File: config.mk
export PLATFORM = sky130hd
export DESIGN_NAME = deb_bank
export DESIGN_NICKNAME = d
export VERILOG_FILES = /design/src/rtl/deb_pkg.sv /design/src/rtl/deb_chan.sv /design/src/rtl/deb_bank.sv
export SDC_FILE = /design/constraint.sdc
export NUM_CORES = 1
export LEC_CHECK = 0
export CAP_MARGIN = 20
export CORE_ASPECT_RATIO = 1.75
export CORE_UTILIZATION = 40
export CTS_CLUSTER_SIZE = 25
export DETAILED_ROUTE_END_ITERATION = 12
export HOLD_SLACK_MARGIN = 0.02
export PLACE_DENSITY = 0.68
export SLEW_MARGIN = 15
export SYNTH_ARGS = -nofsm -noshare
export SYNTH_HDL_FRONTEND = slang
export SYNTH_HIERARCHICAL = 1
export SYNTH_SLANG_ARGS = --single-unit
File: constraint.sdc
create_clock -name clk -period 1.9 [get_ports clk]
set_input_delay 0.38 -clock clk [delete_from_list [all_inputs] [get_ports clk]]
set_output_delay 0.38 -clock clk [all_outputs]
set_load 0.01 [all_outputs]
File: src/rtl/deb_pkg.sv
// Shared types and helpers for the debouncer bank.
package deb_pkg;

   typedef enum logic {
      TICK_INT = 1'b0,
      TICK_EXT = 1'b1
   } tick_src_e;

   // Width of a counter that must hold the values 0..deb_len.
   function automatic int unsigned cnt_w(input int unsigned deb_len);
      return $clog2(deb_len + 1);
   endfunction

endpackage

File: src/rtl/deb_chan.sv
// One debouncer channel: synchroniser, qualification counter, debounced level,
// registered edge pulses and sticky change flag.
module deb_chan
   import deb_pkg::*;
#(
   parameter int unsigned DEB_LEN = 10,
   parameter int unsigned DLY_LEN = 2,
   parameter logic        RST_VAL = 1'b1
) (
   input  logic clk,
   input  logic rst,
   input  logic tick,
   input  logic in,
   input  logic en,
   input  logic clr,
   output logic out,
   output logic rise,
   output logic fall,
   output logic chg
);

   localparam int unsigned      CNT_W    = cnt_w(DEB_LEN);
   localparam logic [CNT_W-1:0] CNT_LAST = CNT_W'(DEB_LEN - 1);

   logic [DLY_LEN-1:0] sync;
   logic [CNT_W-1:0]   cnt;
   logic               s;
   logic               differ;
   logic               flip;

   assign s      = sync[DLY_LEN-1];
   assign differ = tick && en && (s != out);
   assign flip   = differ && (cnt == CNT_LAST);

   // Synchroniser runs every clk, independent of the sample tick.
   always_ff @(posedge clk or posedge rst) begin
      if (rst) begin
         sync <= {DLY_LEN{RST_VAL}};
      end else begin
         sync <= {sync[DLY_LEN-2:0], in};
      end
   end

   // Any agreeing or disabled tick restarts qualification; the count never passes CNT_LAST.
   always_ff @(posedge clk or posedge rst) begin
      if (rst) begin
         cnt <= '0;
         out <= RST_VAL;
      end else if (tick) begin
         if (flip || !differ) begin
            cnt <= '0;
         end else begin
            cnt <= cnt + CNT_W'(1);
         end
         if (flip) begin
            out <= s;
         end
      end
   end

   // Pulses cover the cycle after the flip; chg latches them until cleared.
   always_ff @(posedge clk or posedge rst) begin
      if (rst) begin
         rise <= 1'b0;
         fall <= 1'b0;
         chg  <= 1'b0;
      end else begin
         rise <= flip && s;
         fall <= flip && !s;
         chg  <= rise || fall || (chg && !clr);
      end
   end

endmodule

File: src/rtl/deb_bank.sv
// Multi-channel debouncer bank: shared sample tick (prescaler or external strobe),
// one deb_chan per channel and an OR-reduced interrupt.
module deb_bank
   import deb_pkg::*;
#(
   parameter int unsigned    CH           = 8,
   parameter int unsigned    DEB_LEN      = 10,
   parameter int unsigned    DLY_LEN      = 2,
   parameter int unsigned    USE_EXT_TICK = 0,
   parameter int unsigned    PRESCALE     = 1,
   parameter logic [CH-1:0]  RST_VAL      = {CH{1'b1}}
) (
   input  logic          clk,
   input  logic          rst,
   input  logic [CH-1:0] in,
   input  logic          shift,
   input  logic [CH-1:0] en,
   input  logic [CH-1:0] clr,
   output logic [CH-1:0] out,
   output logic [CH-1:0] rise,
   output logic [CH-1:0] fall,
   output logic [CH-1:0] chg,
   output logic          irq
);

   localparam tick_src_e         TICK_SRC  = (USE_EXT_TICK != 0) ? TICK_EXT : TICK_INT;
   localparam int unsigned       PCNT_W    = (PRESCALE > 1) ? $clog2(PRESCALE) : 1;
   localparam logic [PCNT_W-1:0] PCNT_LAST = PCNT_W'(PRESCALE - 1);

   logic [PCNT_W-1:0] pcnt;
   logic              tick_int;
   logic              tick;

   // With PRESCALE=1 pcnt stays at 0 and the internal tick is constantly high.
   always_ff @(posedge clk or posedge rst) begin
      if (rst) begin
         pcnt <= '0;
      end else if (pcnt == PCNT_LAST) begin
         pcnt <= '0;
      end else begin
         pcnt <= pcnt + PCNT_W'(1);
      end
   end

   assign tick_int = (pcnt == PCNT_LAST);
   assign tick     = (TICK_SRC == TICK_EXT) ? shift : tick_int;

   for (genvar i = 0; i < CH; i++) begin : g_chan
      deb_chan #(
         .DEB_LEN (DEB_LEN),
         .DLY_LEN (DLY_LEN),
         .RST_VAL (RST_VAL[i])
      ) u_chan (
         .clk  (clk),
         .rst  (rst),
         .tick (tick),
         .in   (in[i]),
         .en   (en[i]),
         .clr  (clr[i]),
         .out  (out[i]),
         .rise (rise[i]),
         .fall (fall[i]),
         .chg  (chg[i])
      );
   end

   assign irq = |chg;

endmodule
==> results.txt <==
The post-synthesis cell area was 3500 um^2; the Yosys warning count was 6. Counting instances, the worst hold path has a depth of 0. In this design, the stage delay of the slowest critical-path cell is 0.48 ns. The post-synthesis average cell area was 12.3 um^2. Summing the areas of all fa, ha and maj instances in the mapped netlist gives 5.71% of the synthesized area. In the routed design, unresolved DRC markers number 0.

The flow ran to the end, and the final reports show no timing, DRC or antenna violations. The number of DRC markers in iteration 0 is 82, and the post-detailed-route count of antenna-violating nets is 0. Across the VDD grid, the largest voltage drop is 0.000500 V. Net switching power of the design: 0.798 mW. In this run the critical register-to-register path is launched from g_chan[5].u_chan/cnt[0]. The overall routing resource usage is 15.6%.

Traced cell by cell, the critical path runs through buf_4, buf_4, clkdlybuf4s50_1. After synthesis the netlist holds a flip-flop and latch count of 80. The critical path's slowest cell was sky130_fd_sc_hd__clkdlybuf4s50_1. Final weighted congestion in routability-driven placement: 0.737.

For the combinational cell fraction of total power, the log shows 5.4%. The tools report the total clock sinks as 80. For the worst flop-to-flop path, the logic depth is 4.

The number of buffers added by the clock tree synthesis step was 9. Setup violations remaining at the end of the flow were counted as 0. The run gives 60 as the top-level port count.

For the internal cell power, the log shows 3.32 mW. The reported max-cap violation count came out at 0. Setup repair after global routing left no endpoint under its margin. Entering global routing, the biggest net connects 14 pins. Number of max-slew violations in the final report: 0.

The CTS clock-pin slew for the worst setup and hold paths came out at 0.06 ns. From synthesis to final layout, the design area changed by 37.1%. Summing the areas of all compound-gate instances in the mapped netlist gives 9.43% of the synthesized area. The floorplan step set the die width to 72.7 um. The worst hold path terminates at g_chan[3].u_chan/sync[1]. Of the total power, the share spent switching nets is 19.4%. In this run the most critical hold path is launched from g_chan[3].u_chan/sync[0]. The clock tree synthesis step divided the H-tree into 3 levels.

Dividing the detail-routed wire length by the instance count gives 12.0 um. The share of total power dissipated in the clock network is 50.8%. The total length of routed wires was 6300 um; the ratio of final minimum period to clock period was 97.3%. The number of gates on the worst path with buffers counted was 3; the via density per instance was 4.60. In this run the power density over the cells is 856 nW/um^2. Adding up every negative setup slack in the final design gives 0 ns. Counting the fill cells in the layout gives 750. Ranked by total cell area, the synthesized netlist is headed by sky130_fd_sc_hd__dfrtp_1, sky130_fd_sc_hd__dfstp_2, sky130_fd_sc_hd__ha_1.

The total area inside the core boundary comes to 8370 um^2. For the number of antenna violations at the first check in global routing, the log shows 0. For this block, the via count after detailed routing is 2412. The cell that appears most often on the critical path is sky130_fd_sc_hd__buf_4. The CTS root buffer is sky130_fd_sc_hd__clkbuf_16.

Between clock sinks in the finished design, the worst skew comes to 0.00524 ns. The share of synthesized area in the top cell type comes to 40.0%. The cell area after placement was 4420 um^2. The worst setup path is launched from a flop.

The reg-to-reg critical path endpoint was g_chan[5].u_chan/cnt[3]. After routing the design area is 4800 um^2. TritonCTS built the clock tree. The cell count after synthesis came out at 284. The multi-input combinational cell area is 1530 um^2.

Among cell families on the critical path, the largest total delay comes from buffers and inverters. The repair_antennas step left the layout with diodes totalling 0. After Yosys synthesis, XOR and XNOR cells account for 2.00% of the synthesized area. The leakage dissipation was 2.12 nW. For this run, the post-layout net count is 447. For the data required time of the critical path, the log shows 1.52 ns. After synthesis, the largest family of logic cells by area is simple AND/OR/NAND/NOR gates.

The simple logic cell fraction of the synthesized area came out at 16.8%. The initial utilization of the core area, before any placement, comes to 41.9%. The tools report the part of the Yosys area used for sequential elements as 58.0%. In this run, flip-flops and latches consume 43.8% of the power. Before antenna repair, the detailed router went through 4 iterations. The arrival time of the worst setup path was 1.47 ns. The count of buffering cells on the critical path with inverters included is 3.

Measured against the total synthesized area, the mux share comes to 4.57%. The clock reaches the later pin of the worst-skew pair after 0.33 ns. By startpoint and endpoint, the worst setup path is classified as reg -> out. The floorplan has 44 rows. The first global-routing pass estimated 10800 um of wire. The die covers 9150 um^2. Flip-flop and latch area: 2030 um^2. Cell type contributing the most total cell area after synthesis: sky130_fd_sc_hd__dfrtp_1.

The HPWL after detailed placement was 4700 um. The number of hold-slack violations in the final timing report is 0. After global routing the overflow that remains totals 0. The worst setup path is captured at a primary output. Yosys mapped the design onto 20 distinct sky130hd cell types. The floorplan step set the die height to 126 um. The tools report the number of global-route vias before repair as 2533.

The run gives 0.43 ns as the flop-to-flop setup slack. The quantity of I/O buffers inserted on ports works out to 58. The share of final-layout standard cells stronger than drive strength 1 is 15.2%. The class of the worst hold path was reg -> reg. The logs give 0.541 GHz for the peak clock frequency supported by timing and 2 for the maximum buffer depth of the clock tree.

Buffers inserted to repair hold after CTS numbered 0. In this run the worst path has a maximum fanout of 2. The smallest clock period supported by the final layout is computed as 1.85 ns.
-- logic make-up after synthesis --
kind of cell | after synthesis
compound gates | 48
xor+xnor | 8
fa+ha+maj | 16
buf+inv | 32
flops | 80
mux | 16
other cells | 1
simple gates | 83
-- area by class of cell --
class                      count  area share (%)
sequential                    80            42.3
multi-input combinational    219            31.9
timing repair buffer          62            12.6
clock buffer                  10            4.97
tap                          115            2.99
clock inverter                 6            2.71
inverter                      32            2.50
-- synthesized netlist by cell type (all sizes together) --
cell	count
nor2	8
mux2i	16
o2bb2ai	8
conb	1
nand2b	16
dfstp	24
xnor2	8
nand3b	8
nor4b	8
o21ai	8
dfrtp	56
ha	16
o31ai	16
or3b	8
inv	32
nor4	10
nand2	9
o22ai	16
nor2b	8
nand3	8
-- metal layers --
metal,GRT usage (%),vias to the layer above,wire length [um]
li1,-,1197,-
met1,16.2,1152,2540
met2,27.8,56,3380
met3,3.68,7,255
met4,8.65,0,126
met5,0,-,0
-- stage by stage --
stage / setup slack (ns) / power [mW] / hold WS [ns] / utilization [%] / std cells
finish: 0.0520 / 4.11 / 0.354 / 57.4 / 524
global route: 0.000152 / 4.27 / 0.351 / 57.4 / 524
CTS: 0.0244 / 4.18 / 0.357 / 57.5 / 524
detailed placement: 0.0605 / 2.06 / 0.347 / 52.8 / 506
global placement: 0.118 / 2.05 / 0.346 / 52.8 / 506
floorplan: 0.571 / 1.96 / 0.218 / - / 331
-- worst reg2reg max path: cells and delay by family (launching register included) --
kind | cells | cell delay (ns)
simple gates | 2 | 0.61
compound gates | 1 | 0.15
flops | 1 | 0.42
fa+ha+maj | 1 | 0.22
-- layout by cell type, fill, tap and decap left out, drive strengths merged, types with 8 or more instances in the layout --
| cell type | Yosys | final |
|---|---|---|
| dfstp | 24 | 24 |
| nand2b | 16 | 16 |
| nand3 | 8 | 8 |
| dfrtp | 56 | 56 |
| o21ai | 8 | 8 |
| o31ai | 16 | 16 |
| o22ai | 16 | 16 |
| nor4 | 10 | 10 |
| inv | 32 | 32 |
| conb | 1 | 48 |
| nor4b | 8 | 8 |
| clkbuf | 0 | 11 |
| o2bb2ai | 8 | 8 |
| xnor2 | 8 | 8 |
| nor2 | 8 | 8 |
| ha | 16 | 16 |
| nand2 | 9 | 9 |
| clkdlybuf4s50 | 0 | 57 |
| nor2b | 8 | 8 |
| mux2i | 16 | 16 |
| nand3b | 8 | 8 |
| or3b | 8 | 8 |
-- registers in the layout, summed over array words and instances, names as in the netlist --
signal and flops:
g_chan.u_chan/sync 16, g_chan.u_chan/fall 8, g_chan.u_chan/chg 8, g_chan.u_chan/cnt 32, g_chan.u_chan/out 8, g_chan.u_chan/rise 8
-- worst max path at each step --
stage	from	to
finish	g_chan[4].u_chan/chg	chg[4]
global route	g_chan[4].u_chan/chg	chg[4]
CTS	g_chan[4].u_chan/chg	chg[4]
detailed placement	g_chan[1].u_chan/chg	irq
global placement	g_chan[1].u_chan/chg	irq
floorplan	g_chan[0].u_chan/cnt[0]	g_chan[0].u_chan/cnt[3]
-- timing repair --
action,4_1_cts,5_1_grt
setup buffers,2,0
endpoints found under the hold margin,0,0
resized for setup,3,1
endpoints found under the setup margin,1,2
pin swaps,1,1
-- power groups by stage --
stage          clock network [mW]  registers, mW  logic [mW]
2_1_floorplan                   0           1.82       0.140
3_3_place_gp                    0           1.83       0.219
3_5_place_dp                    0           1.83       0.224
4_1_cts                      2.15           1.80       0.226
5_1_grt                      2.20           1.81       0.256
6_report                     2.09           1.80       0.221
Power figures use the tool's default switching activity.
